### config.mk
export PLATFORM = sky130hd
export DESIGN_NAME = fpu_int_store_unit
export DESIGN_NICKNAME = d
export VERILOG_FILES = /design/src/rtl/fpu_pkg.sv /design/src/rtl/fpu_int_range_check.sv /design/src/rtl/fpu_int_store_unit.sv
export SDC_FILE = /design/constraint.sdc
export NUM_CORES = 1
export LEC_CHECK = 0
export ABC_AREA = 1
export ABC_CLOCK_PERIOD_IN_PS = 2100
export CORE_ASPECT_RATIO = 1.75
export CORE_MARGIN = 10
export CORE_UTILIZATION = 55
export DETAILED_ROUTE_END_ITERATION = 8
export PLACE_DENSITY_LB_ADDON = 0.2
export SLEW_MARGIN = 20
export SYNTH_ARGS = -nofsm -noshare
export SYNTH_HDL_FRONTEND = slang
export SYNTH_HIERARCHICAL = 1
export SYNTH_SLANG_ARGS = --single-unit
### constraint.sdc
create_clock -name clk -period 2.1 [get_ports clk]
set_clock_uncertainty 0.05 [all_clocks]
set_input_delay 0.315 -clock clk [delete_from_list [all_inputs] [get_ports clk]]
set_output_delay 0.315 -clock clk [all_outputs]
set_load 0.02 [all_outputs]
### src/rtl/fpu_pkg.sv
// rtl/fpu_pkg.sv - shared constants and FSM state type for the FIST/FISTP store path
// Contents: integer-indefinite values, int-size encoding, store-unit FSM states.
package fpu_pkg;

  localparam logic [15:0] INT16_INDEFINITE = 16'h8000;
  localparam logic [31:0] INT32_INDEFINITE = 32'h8000_0000;

  // int_size encoding
  localparam logic INT_SIZE_16 = 1'b0;
  localparam logic INT_SIZE_32 = 1'b1;

  typedef enum logic [2:0] {
    ST_IDLE  = 3'd0,
    ST_CHECK = 3'd1,
    ST_WRITE = 3'd2,
    ST_GAP   = 3'd3,
    ST_FIN   = 3'd4
  } state_e;

endpackage

### src/rtl/fpu_int_range_check.sv
// rtl/fpu_int_range_check.sv - invalid detection and store-data selection for integer stores
// Ports:
//   int_in      in  32  converted signed integer
//   int_size    in  1   INT_SIZE_16 / INT_SIZE_32
//   in_invalid  in  1   converter invalid flag
//   in_overflow in  1   converter overflow flag
//   inv         out 1   invalid condition (flags or int16 range miss)
//   store_data  out 32  value to store; indefinite when inv (upper half 0 for int16)
module fpu_int_range_check
  import fpu_pkg::*;
(
  input  logic [31:0] int_in,
  input  logic        int_size,
  input  logic        in_invalid,
  input  logic        in_overflow,
  output logic        inv,
  output logic [31:0] store_data
);

  logic out_of_16;

  always_comb begin
    // An int32 fits int16 only when bits 31..15 are a pure sign extension.
    out_of_16 = !((int_in[31:15] == 17'h0_0000) || (int_in[31:15] == 17'h1_FFFF));
    inv       = in_invalid | in_overflow | ((int_size == INT_SIZE_16) & out_of_16);
    if (int_size == INT_SIZE_32) begin
      store_data = inv ? INT32_INDEFINITE : int_in;
    end else begin
      store_data = {16'h0000, (inv ? INT16_INDEFINITE : int_in[15:0])};
    end
  end

endmodule

### src/rtl/fpu_int_store_unit.sv
// rtl/fpu_int_store_unit.sv - applies CW masks to a converted integer and writes it as 16-bit words
// Ports:
//   clk, reset_n                    clock, async active-low reset
//   start                           one-cycle request, sampled in IDLE
//   int_in, int_size                converted integer, 0=int16 / 1=int32
//   in_invalid/overflow/inexact     converter flags
//   im_mask, pm_mask                control-word IM / PM
//   base_addr                       byte address of low word
//   mem_addr, mem_wdata, mem_wr_req word-write request; mem_ack accepts it
//   busy, done                      activity / one-cycle completion pulse
//   exc_invalid, exc_precision      status-word IE / PE, valid with done
//   fault, bus_error                unmasked exception / ack timeout, valid with done
module fpu_int_store_unit
  import fpu_pkg::*;
#(
  parameter int ADDR_WIDTH  = 20,
  parameter int ACK_TIMEOUT = 255
) (
  input  logic                  clk,
  input  logic                  reset_n,
  input  logic                  start,
  input  logic [31:0]           int_in,
  input  logic                  int_size,
  input  logic                  in_invalid,
  input  logic                  in_overflow,
  input  logic                  in_inexact,
  input  logic                  im_mask,
  input  logic                  pm_mask,
  input  logic [ADDR_WIDTH-1:0] base_addr,
  output logic [ADDR_WIDTH-1:0] mem_addr,
  output logic [15:0]           mem_wdata,
  output logic                  mem_wr_req,
  input  logic                  mem_ack,
  output logic                  busy,
  output logic                  done,
  output logic                  exc_invalid,
  output logic                  exc_precision,
  output logic                  fault,
  output logic                  bus_error
);

  // The timeout fires on the wait cycle in which the count would reach ACK_TIMEOUT.
  localparam logic [15:0] TMO_LAST = 16'(ACK_TIMEOUT - 1);

  state_e state_q, state_d;

  logic [31:0]           int_q;
  logic                  size_q;
  logic                  invalid_q;
  logic                  overflow_q;
  logic                  inexact_q;
  logic                  im_q;
  logic                  pm_q;
  logic [ADDR_WIDTH-1:0] base_q;
  logic [ADDR_WIDTH-1:0] addr_q;
  logic [15:0]           wdata_q;
  logic [15:0]           hi_q;
  logic                  word_idx_q;
  logic [15:0]           cnt_q;
  logic                  exc_inv_q;
  logic                  exc_pe_q;
  logic                  fault_q;
  logic                  berr_q;

  logic                  inv;
  logic [31:0]           store_data;

  fpu_int_range_check u_range_check (
    .int_in      (int_q),
    .int_size    (size_q),
    .in_invalid  (invalid_q),
    .in_overflow (overflow_q),
    .inv         (inv),
    .store_data  (store_data)
  );

  // State register
  always_ff @(posedge clk or negedge reset_n) begin
    if (!reset_n) begin
      state_q <= ST_IDLE;
    end else begin
      state_q <= state_d;
    end
  end

  // Next-state logic
  always_comb begin
    state_d = state_q;
    case (state_q)
      ST_IDLE:  if (start) state_d = ST_CHECK;
      ST_CHECK: state_d = (inv && !im_q) ? ST_FIN : ST_WRITE;
      ST_WRITE: begin
        if (mem_ack) begin
          state_d = ((size_q == INT_SIZE_32) && !word_idx_q) ? ST_GAP : ST_FIN;
        end else if (cnt_q == TMO_LAST) begin
          state_d = ST_FIN;
        end
      end
      ST_GAP:   state_d = ST_WRITE;
      ST_FIN:   state_d = ST_IDLE;
      default:  state_d = ST_IDLE;
    endcase
  end

  // Outputs
  always_comb begin
    mem_wr_req    = (state_q == ST_WRITE);
    busy          = (state_q == ST_CHECK) || (state_q == ST_WRITE) || (state_q == ST_GAP);
    done          = (state_q == ST_FIN);
    mem_addr      = addr_q;
    mem_wdata     = wdata_q;
    exc_invalid   = exc_inv_q;
    exc_precision = exc_pe_q;
    fault         = fault_q;
    bus_error     = berr_q;
  end

  // Operand capture, word sequencing and sticky result flags
  always_ff @(posedge clk or negedge reset_n) begin
    if (!reset_n) begin
      int_q      <= '0;
      size_q     <= 1'b0;
      invalid_q  <= 1'b0;
      overflow_q <= 1'b0;
      inexact_q  <= 1'b0;
      im_q       <= 1'b0;
      pm_q       <= 1'b0;
      base_q     <= '0;
      addr_q     <= '0;
      wdata_q    <= '0;
      hi_q       <= '0;
      word_idx_q <= 1'b0;
      cnt_q      <= '0;
      exc_inv_q  <= 1'b0;
      exc_pe_q   <= 1'b0;
      fault_q    <= 1'b0;
      berr_q     <= 1'b0;
    end else begin
      case (state_q)
        ST_IDLE: begin
          if (start) begin
            int_q      <= int_in;
            size_q     <= int_size;
            invalid_q  <= in_invalid;
            overflow_q <= in_overflow;
            inexact_q  <= in_inexact;
            im_q       <= im_mask;
            pm_q       <= pm_mask;
            base_q     <= base_addr;
            exc_inv_q  <= 1'b0;
            exc_pe_q   <= 1'b0;
            fault_q    <= 1'b0;
            berr_q     <= 1'b0;
          end
        end
        ST_CHECK: begin
          exc_inv_q  <= inv;
          exc_pe_q   <= inexact_q & !inv;
          // Unmasked PE flags a fault but the store still goes ahead.
          fault_q    <= (inv & !im_q) | (inexact_q & !inv & !pm_q);
          addr_q     <= base_q;
          wdata_q    <= store_data[15:0];
          hi_q       <= store_data[31:16];
          word_idx_q <= 1'b0;
          cnt_q      <= '0;
        end
        ST_WRITE: begin
          if (!mem_ack) begin
            if (cnt_q == TMO_LAST) begin
              berr_q <= 1'b1;
            end else begin
              cnt_q <= cnt_q + 16'd1;
            end
          end
        end
        ST_GAP: begin
          word_idx_q <= 1'b1;
          addr_q     <= addr_q + ADDR_WIDTH'(2);
          wdata_q    <= hi_q;
          cnt_q      <= '0;
        end
        default: ;
      endcase
    end
  end

endmodule

==> impl_results.md, run 1 <==
* Post-Syn Nets at 829
* Crit-path max FO at 7
* Max-slew violation count at 0
* Reg2reg end: mem_addr[19]$_DFFE_PN0N_
* Vias in the first global route at 5,884
* Worst setup EP type: output pin
* Fmax at 0.514 GHz
* Worst EP arrival at 1.58 ns
* Max layer used: met4
* Critical Path Start: mem_addr[1]$_DFFE_PN0N_
* Max-Cap Viols at 0
* Number of setup buffers added after CTS at 0
* Global-route wire length before repair at 28,600 um
* RSZ-0062 raised after global routing: no
* DP Wirelength at 12,500 um
* Crit path kind: reg2out
* Reg-to-reg startpoint: mem_addr[2]$_DFFE_PN0N_
* Synth warn at 6
* Die area at 17,700 um^2
* Design Power at 12.7 mW
* Initial antenna violation count at 0
* Flops & latches, synth at 134
* Initial drt markers at 242
* Placement Rows at 54
* Number of synthesized flops with an enable pin at 0
* I/O Buffers at 104
* Maximum vdd drop at 0.866 mV
* Area taken by multi-input logic gates at 3120 um^2
* Syn Area/Cell at 9.10 um^2
* Final setup TNS at 0 ns
* WL met2 at 9660 um
* Routed len/inst at 16.4 um
* H-tree Lvls at 4
* Final period util at 0.927
* Minimum setup slack among reg-to-reg paths at 0.26 ns
* Ratio of cells with drive above 1 in the final layout at 0.159
* Core area at 12,400 um^2
* Commonest non-fill, non-tap cell in the layout: nand2_1
* Num CTS Buffers at 17
* FILL cells at 992
* Tot GR Track Use at 0.198
* # setup viols final at 0
* Yosys cell types at 36
* CTS tree: built
* Final nets at 942
* M1 WL at 6390 um
* Routed Wire Length at 17,300 um
* Async S/R FF share, synth at 1.00
* GR Overflow Total at 0
* DR pass1 iterations at 5
* Routed Antenna Nets at 0
* Min-delay worst type: in2async
* Largest net degree at the start of global routing at 46
* Most frequent cells in the layout: nand2_1, dfrtp_1, clkdlybuf4s50_1, nor2_1, inv_1
* Power per cell area at 1450 nW/um^2
* CP max stage delay at 0.64 ns
* Crit path time final at 1.95 ns
* Die Width at 105 um
* Reg2reg path depth at 9
* ANT cells at 0
* Setup crit start kind: flop
* Clk Latency, worst-skew pair at 0.41 ns
* Slowest CP cell: clkdlybuf4s50_1
* DRC Markers at 0
* Top Ports at 105
* Seq/Total Area, Yosys at 0.482
* CTS clk-pin slew, worst paths at 0.06 ns
* DR WL met3 at 686 um
* Crit-path cells: buf_4 > clkdlybuf4s50_1
* Sink Count at 134
* Worst Max-Slew Pin Slew at 0.541 ns
* Status: complete, no violations
* Via count at 5,519
* Die H at 169 um
* Slew headroom at 0.638
* Routability Congestion at 0.910
* Primary FF master, synth: dfrtp_1
* Clock Path Buffers at 2
* Area Overhead vs Synth at 26.3%
* P_leak at 4.32 nW
* Count of final hold-check violations at 0
* Starting Density at 0.559
* DR vias/cell at 5.22
* Critical Path RT at 1.74 ns
* Sequential cell area at 3350 um^2
* Post-Syn Area at 6950 um^2
* Root Driver: clkbuf_16
* Post-Syn Instances at 764
==> synthesized netlist by cell type (6+ instances only) <==
library cell | count | area, um^2
buf_4 | 7 | 52.6
xor2_1 | 10 | 87.6
mux2_4 | 57 | 856
nand2_1 | 238 | 893
o21ai_0 | 13 | 65.1
nand3_1 | 46 | 230
nand4_1 | 6 | 37.5
buf_6 | 8 | 90.1
nor2_1 | 85 | 319
inv_1 | 67 | 251
dfrtp_1 | 134 | 3350
a22oi_1 | 21 | 158
nor2_4 | 12 | 135
o21ai_2 | 8 | 70.1
==> state kept, by name (all words and copies together) (netlist names), 3 cells and up <==
signal / count
state_q: 3
cnt_q: 16
mem_wdata: 16
mem_addr: 20
base_q: 20
hi_q: 16
int_q: 32
==> worst max path at each step <==
stage                                   endpoint  slack, ns  depth (start not counted)
after detailed placement   int_q[10]$_DFFE_PN0P_       0.29                          4
after global placement    base_q[18]$_DFFE_PN0P_       0.31                          4
after CTS                             mem_wr_req       0.14                          4
final                                mem_addr[1]       0.15                          2
after global routing                  mem_wr_req       0.09                          4
after floorplan           state_q[1]$_DFFE_PN0P_       0.32                         12
==> cells by family (layout without fill, tap and decap cells) <==
group | after synthesis | in the layout | synth area share
DFF | 134 | 134 | 0.482
xor gates and xnor gates | 13 | 13 | 0.0164
muxes | 58 | 58 | 0.125
adders and majority gates | 3 | 3 | 0.00540
AOI/OAI and AO/OA | 57 | 57 | 0.0549
and+or+nand+nor | 401 | 401 | 0.248
buffers and inverters | 98 | 223 | 0.0687
==> what timing repair did <==
item / CTS / global route
hold buffers: 1 / 0
gates resized for setup: 3 / 0
endpoints found under the setup margin: 3 / 0
hold endpoints to repair: 41 / 0
==> final cells by class <==
| cell class | instances | share of cell area |
|---|---|---|
| Sequential cell | 134 | 0.382 |
| Timing Repair Buffer | 120 | 0.141 |
| Clock buffer | 18 | 0.0500 |
| Tap cell | 168 | 0.0239 |
| Inverter | 72 | 0.0309 |
| Multi-Input combinational cell | 532 | 0.356 |
| Clock inverter | 13 | 0.0167 |
==> report_power, final <==
group / total, mW / internal [mW] / switching (mW)
logic: 5.21 / 2.55 / 2.66
clock network: 2.95 / 1.79 / 1.16
registers: 4.55 / 3.62 / 0.927
==> per-stage QoR <==
stage / worst slack, ns / utilization / cell area [um^2] / std cells / hold slack, ns
floorplan: 0.321 / - / 6950 / 764 / -0.0306
detailed placement: 0.287 / 0.659 / 8190 / 1025 / 0.218
finish: 0.154 / 0.706 / 8780 / 1057 / 0.342
global route: 0.0860 / 0.706 / 8780 / 1057 / 0.395
global placement: 0.315 / 0.659 / 8190 / 1025 / 0.220
CTS: 0.141 / 0.706 / 8780 / 1057 / 0.356
==> routing by layer <==
metal | global-route usage | vias to the layer above
met5 | 0 | -
met4 | 0.0905 | 0
met3 | 0.0414 | 46
li1 | - | 2659
met2 | 0.378 | 157
met1 | 0.199 | 2657
==> worst max-delay path, delay by kind of cell (launching register included) <==
family                 cells  cell delay, ns
DFF                        1            0.36
buffers and inverters      2            0.81
Note: power is estimated with default switching activity, not from simulation.
==> inputs of run 2 (changes only) <==
--- a/config.mk
+++ b/config.mk
@@ -8,10 +8,11 @@
 export ABC_AREA = 1
 export ABC_CLOCK_PERIOD_IN_PS = 2100
 export CORE_ASPECT_RATIO = 1.75
-export CORE_MARGIN = 10
+export CORE_MARGIN = 2
 export CORE_UTILIZATION = 55
 export DETAILED_ROUTE_END_ITERATION = 8
 export PLACE_DENSITY_LB_ADDON = 0.2
+export SKIP_LAST_GASP = 1
 export SLEW_MARGIN = 20
 export SYNTH_ARGS = -nofsm -noshare
 export SYNTH_HDL_FRONTEND = slang
==> run 2 against run 1 <==
Wire length decreased by 4.2%. Cell area rose by 0.91%. Die area fell by 23%. Worst hold slack better by 0.013 ns. Setup slack better by 0.0036 ns. Fmax rose by 0.19%. Global-route usage rose by 6.0 points. Final cell count barely moved. Sequential cell count did not move. Sequential share of layout area fell by 0.35 points. Count of clock-buffer cells in the layout rose by 1. Via count increased by 0.98%. Highest routed layer unchanged.
==> impl_results.md, run 2 (synthesized netlist as in run 1, its figures left out) <==
* Final Instance Area at 8860 um^2 (+0.91%)
* ANT cells at 0 (unchanged)
* I/O Buffers at 104 (unchanged)
* Setup crit start kind: flop
* Commonest non-fill, non-tap cell in the layout: nand2_1
* Die Width at 89 um (-15%)
* Final nets at 943 (+0.11%)
* Global-route wire length before repair at 27,300 um (-4.7%)
* DR pass1 iterations at 5 (unchanged)
* Routed len/inst at 15.7 um (-4.3%)
* Initial drt markers at 216 (-11%)
* Slowest CP cell: dfrtp_1
* RSZ-0062 raised after global routing: no
* Cells after DPL at 1,026 (+0.098%)
* Count of final hold-check violations at 0 (unchanged)
* Core Util, Final at 0.713 (+0.00644)
* Routed Wire Length at 16,600 um (-4.2%)
* Register with the most flip-flops: int_q
* Root Driver: clkbuf_16
* P_leak at 4.36 nW (+1.0%)
* Worst Max-Slew Pin Slew at 0.533 ns (-0.00811 ns)
* DR vias/cell at 5.27 (+0.88%)
* Worst hold slack at 0.355 ns (+0.0128 ns)
* Layout Cells excl Fill at 1,058 (+0.095%)
* Tot GR Track Use at 0.258 (+0.0596)
* CTS clk-pin slew, worst paths at 0.06 ns (about the same)
* Power per cell area at 1470 nW/um^2 (+1.6%)
* Most frequent cells in the layout: nand2_1, dfrtp_1, clkdlybuf4s50_1, nor2_1, inv_1
* CTS tree: built
* Routing usage on met1 at 0.273 (+0.0740)
* H-tree Lvls at 4 (unchanged)
* Starting Density at 0.559 (unchanged)
* Area Overhead vs Synth at 27.4%
* Met2 usage at 0.475 (+0.0967)
* # setup viols final at 0 (unchanged)
* Vias in the first global route at 5,934 (+0.85%)
* Placement Rows at 54 (unchanged)
* Slew headroom at 0.645 (+0.00628)
* Worst setup EP type: output pin
* Clock Path Buffers at 2 (unchanged)
* Final setup TNS at 0 ns (unchanged)
* Crit-path max FO at 5 (-2)
* Crit path kind: reg2out
* Max reg flops at 32 (unchanged)
* Top Ports at 105 (unchanged)
* Min-delay worst type: in2async
* Clk Latency, worst-skew pair at 0.42 ns (about the same)
* Die area at 13,600 um^2 (-23%)
* Area taken by multi-input logic gates at 3120 um^2 (unchanged)
* Maximum vdd drop at 1.01 mV (+17%)
* Routed Antenna Nets at 0 (unchanged)
* Sink Count at 134 (unchanged)
* Initial antenna violation count at 0 (unchanged)
* Minimum setup slack among reg-to-reg paths at 0.32 ns (+0.06 ns)
* Critical Path RT at 1.74 ns (about the same)
* Core area at 12,400 um^2 (unchanged)
* Die H at 153 um (-9.5%)
* Status: complete, no violations
* Gr busiest metal: met2
* Via count at 5,573 (+0.98%)
* Routability Congestion at 0.903 (-0.77%)
* Design Power at 13.0 mW (+2.5%)
* Reg2reg path depth at 7 (-2)
* Post-Place Setup Slack at 0.307 ns (+0.0193 ns)
* Crit-path cells: inv_2 > nand2_4 > nor2_4 > dlygate4sd2_1
* Max-slew violation count at 0 (unchanged)
* Crit path time final at 1.94 ns (-0.00361 ns)
* DRC Markers at 0 (unchanged)
* CP max stage delay at 0.47 ns (-0.17 ns)
* Largest net degree at the start of global routing at 55 (+20%)
* Num CTS Buffers at 17 (unchanged)
* Final period util at 0.925 (-0.00172)
* GR Overflow Total at 0 (unchanged)
* Setup slack after layout at 0.157 ns (+0.00361 ns)
* DP Area at 8210 um^2 (+0.24%)
* Fmax at 0.515 GHz (+0.19%)
* Reg2reg end: cnt_q[14]$_DFFE_PN0P_
* FILL cells at 943 (-4.9%)
* DP Wirelength at 11,900 um (-5.3%)
* Number of setup buffers added after CTS at 0 (unchanged)
* Max-Cap Viols at 0 (unchanged)
* Routing usage on met3 at 0.0439 (+0.00243)
* Reg-to-reg startpoint: cnt_q[1]$_DFFE_PN0P_
* Ratio of cells with drive above 1 in the final layout at 0.158 (-0.000178)
* Worst EP arrival at 1.58 ns (about the same)
* Sequential cell area at 3350 um^2 (unchanged)
run 2: routing by layer:
metal / up-vias / routed length [um]
met4: 0 / 618
li1: 2658 / -
met2: 166 / 9320
met3: 52 / 652
met5: - / 0
met1: 2697 / 6030
run 2: timing repair:
item,in CTS,in global routing
endpoints found under the setup margin,3,0
hold endpoints to repair,50,0
hold buffers,1,0
gates resized for setup,3,0
run 2: critical path: cells and delay by family, from the launching register on:
family	cells	cell delay [ns]
flops	1	0.47
simple gates	2	0.21
buf+inv	2	0.47
run 2: worst max path at each step:
stage                            from                     end  cells past startpoint
3_5_place_dp                    start   int_q[19]$_DFFE_PN0P_                      4
5_1_grt        state_q[2]$_DFFE_PN0P_              mem_wr_req                      4
2_1_floorplan   int_q[22]$_DFFE_PN0P_  state_q[1]$_DFFE_PN0P_                     12
3_3_place_gp                    start   int_q[24]$_DFFE_PN0P_                      4
6_report       state_q[2]$_DFFE_PN0P_              mem_wr_req                      4
4_1_cts        state_q[2]$_DFFE_PN0P_              mem_wr_req                      4
run 2: area by class of cell:
cell class	count	share of cell area
multi-input combinational	532	0.352
sequential	134	0.378
clock buffer	19	0.0500
timing repair buffer	121	0.142
inverter	72	0.0306
clock inverter	12	0.0229
tap	168	0.0237
run 2: report_power, final:
part	switching (mW)	total, mW	internal [mW]
combinational	2.64	5.22	2.57
sequential	0.943	4.57	3.63
clock	1.11	3.25	2.13
==> inputs of run 3 (changes only) <==
--- a/config.mk
+++ b/config.mk
@@ -7,9 +7,11 @@
 export LEC_CHECK = 0
 export ABC_AREA = 1
 export ABC_CLOCK_PERIOD_IN_PS = 2100
+export CELL_PAD_IN_SITES_DETAIL_PLACEMENT = 0
+export CELL_PAD_IN_SITES_GLOBAL_PLACEMENT = 2
 export CORE_ASPECT_RATIO = 1.75
 export CORE_MARGIN = 2
-export CORE_UTILIZATION = 55
+export CORE_UTILIZATION = 33
 export DETAILED_ROUTE_END_ITERATION = 8
 export PLACE_DENSITY_LB_ADDON = 0.2
 export SKIP_LAST_GASP = 1
==> run 3 against run 2 <==
Critical endpoint is now mem_addr[1]. Combinational power grew 0.8%. Core utilization fell by 28 points. Total power decreased by 1.8%. Sequential cell count is the same. Cell area rose by 0.90%. Fmax decreased by 3.0%.
==> impl_results.md, run 3 (synthesized netlist as in run 1, its figures left out) <==
* Status: complete, no violations
* Count of final hold-check violations at 0 (unchanged)
* Routed Antenna Nets at 0 (unchanged)
* Max-Cap Viols at 0 (unchanged)
* GR Overflow Total at 0 (unchanged)
* Setup slack after layout at 0.0976 ns (-0.0596 ns)
* Root Driver: clkbuf_16
* Net Sw Power at 4.73 mW (+0.68%)
* Routed len/inst at 16.0 um (+2.1%)
* Slew headroom at 0.698 (+0.0533)
* Fmax at 0.499 GHz (-3.0%)
* Die area at 22,300 um^2 (+64%)
* Cell internal pwr at 8.06 mW (-3.3%)
* I/O Buffers at 104 (unchanged)
* DRC Markers at 0 (unchanged)
* Routing usage on met1 at 0.178 (-0.0950)
* Routability Congestion at 0.812 (-10%)
* Setup crit start kind: flop
* Tot GR Track Use at 0.176 (-0.0819)
* Core area at 20,800 um^2 (+67%)
* Die H at 196 um (+28%)
* Reg2reg path depth at 11 (+4)
* Most frequent cells in the layout: nand2_1, dfrtp_1, clkdlybuf4s50_1, nor2_1, inv_1
* Reg-to-reg startpoint: int_q[15]$_DFFE_PN0P_
* Crit path time final at 2.00 ns (+0.0596 ns)
* Gr busiest metal: met2
* ANT cells at 0 (unchanged)
* DP Wirelength at 13,600 um (+15%)
* Vias in the first global route at 5,866 (-1.1%)
* Starting Density at 0.335 (-0.224)
* Crit-path max FO at 7 (+2)
* Initial drt markers at 197 (-8.8%)
* Max-slew violation count at 0 (unchanged)
* Routing usage on met3 at 0.0327 (-0.0111)
* P_leak at 4.36 nW (about the same)
* Met2 usage at 0.346 (-0.129)
* Reg2reg end: state_q[1]$_DFFE_PN0P_
* Switch share at 0.370 (+0.00928)
* Final setup TNS at 0 ns (unchanged)
* Commonest non-fill, non-tap cell in the layout: nand2_1
* # setup viols final at 0 (unchanged)
* Seq pwr share at 0.358 (+0.007)
* Top Ports at 105 (unchanged)
* Critical Path RT at 1.74 ns (about the same)
* DR vias/cell at 4.67 (-11%)
* Final period util at 0.954 (+0.0284)
* Global-route wire length before repair at 30,200 um (+11%)
* Maximum vdd drop at 0.585 mV (-42%)
* Routed Wire Length at 18,400 um (+11%)
* Ratio of cells with drive above 1 in the final layout at 0.161 (+0.00247)
* H-tree Lvls at 4 (unchanged)
* Clock Path Buffers at 2 (unchanged)
* Power per cell area at 1430 nW/um^2 (-2.7%)
* Worst setup EP type: output pin
* Post-Place Setup Slack at 0.264 ns (-0.0422 ns)
* Register with the most flip-flops: int_q
* Num CTS Buffers at 17 (unchanged)
* Max reg flops at 32 (unchanged)
* CTS tree: built
* DR pass1 iterations at 4 (-1)
* Initial antenna violation count at 0 (unchanged)
* Worst Max-Slew Pin Slew at 0.452 ns (-0.0816 ns)
* Final nets at 947 (+0.42%)
* Area Overhead vs Synth at 28.6%
* Min-delay worst type: in2async
* Via count at 5,360 (-3.8%)
* RSZ-0062 raised after global routing: no
* Sink Count at 134 (unchanged)
* Clk pwr share at 0.231 (-0.018)
* Number of setup buffers added after CTS at 0 (unchanged)
* Clk Latency, worst-skew pair at 0.43 ns (about the same)
* Die Width at 114 um (+28%)
* Worst EP arrival at 1.64 ns (+0.06 ns)
* Largest net degree at the start of global routing at 59 (+7.3%)
* Combinational share of power at 0.411 (+0.011)
* Minimum setup slack among reg-to-reg paths at 0.31 ns (about the same)
* CTS clk-pin slew, worst paths at 0.06 ns (about the same)
* Placement Rows at 70 (+30%)
* Crit path kind: reg2out
[run 3: cell type report]
class | instances | area, um^2
fill | 2103 | 11800
sequential | 134 | 3350
multi-input combinational | 532 | 3120
timing repair buffer | 125 | 1300
clock buffer | 23 | 478
tap | 252 | 315
inverter | 72 | 272
clock inverter | 9 | 100
[run 3: worst max-delay path by stage]
| stage | from | endpoint | slack [ns] |
|---|---|---|---|
| finish | mem_addr[1]$_DFFE_PN0N_ | mem_addr[1] | 0.1 |
| global route | mem_addr[1]$_DFFE_PN0N_ | mem_addr[1] | 0.04 |
| CTS | mem_addr[1]$_DFFE_PN0N_ | mem_addr[1] | 0.06 |
| detailed placement | int_q[15]$_DFFE_PN0P_ | state_q[1]$_DFFE_PN0P_ | 0.26 |
| global placement | int_q[15]$_DFFE_PN0P_ | state_q[1]$_DFFE_PN0P_ | 0.29 |
| floorplan | int_q[22]$_DFFE_PN0P_ | state_q[1]$_DFFE_PN0P_ | 0.32 |
[run 3: what timing repair did]
| action | 4_1_cts | 5_1_grt |
|---|---|---|
| hold buffers | 1 | 0 |
| endpoints found under the setup margin | 3 | 0 |
| hold endpoints to repair | 39 | 0 |
| resized for setup | 3 | 0 |
[run 3: worst max-delay path: stages (launching register included)]
cell             delay (ns)
dfrtp_1                0.39
buf_4                  0.20
clkdlybuf4s50_1        0.62
[run 3: power groups by stage]
stage	registers (mW)	clock network (mW)	logic, mW
2_1_floorplan	4.72	0	3.29
3_3_place_gp	4.60	0	5.30
3_5_place_dp	4.62	0	5.36
4_1_cts	4.60	3.03	5.37
5_1_grt	4.72	3.13	5.78
6_report	4.57	2.95	5.26
[run 3: metrics by stage]
step / total power [mW] / util / instance area [um^2] / std cells / hold slack [ns]
2_1_floorplan: 8.01 / - / 6950 / 764 / -0.0306
3_3_place_gp: 9.90 / 0.403 / 8360 / 1114 / 0.211
3_5_place_dp: 9.99 / 0.403 / 8360 / 1114 / 0.215
4_1_cts: 13.0 / 0.431 / 8940 / 1147 / 0.326
5_1_grt: 13.6 / 0.431 / 8940 / 1147 / 0.361
6_report: 12.8 / 0.431 / 8940 / 1147 / 0.323
[run 3: per-layer routing]
| layer | wire length (um) | vias up |
|---|---|---|
| met5 | 0 | - |
| met4 | 450 | 0 |
| met3 | 467 | 23 |
| met2 | 10500 | 76 |
| met1 | 7000 | 2586 |
| li1 | - | 2675 |
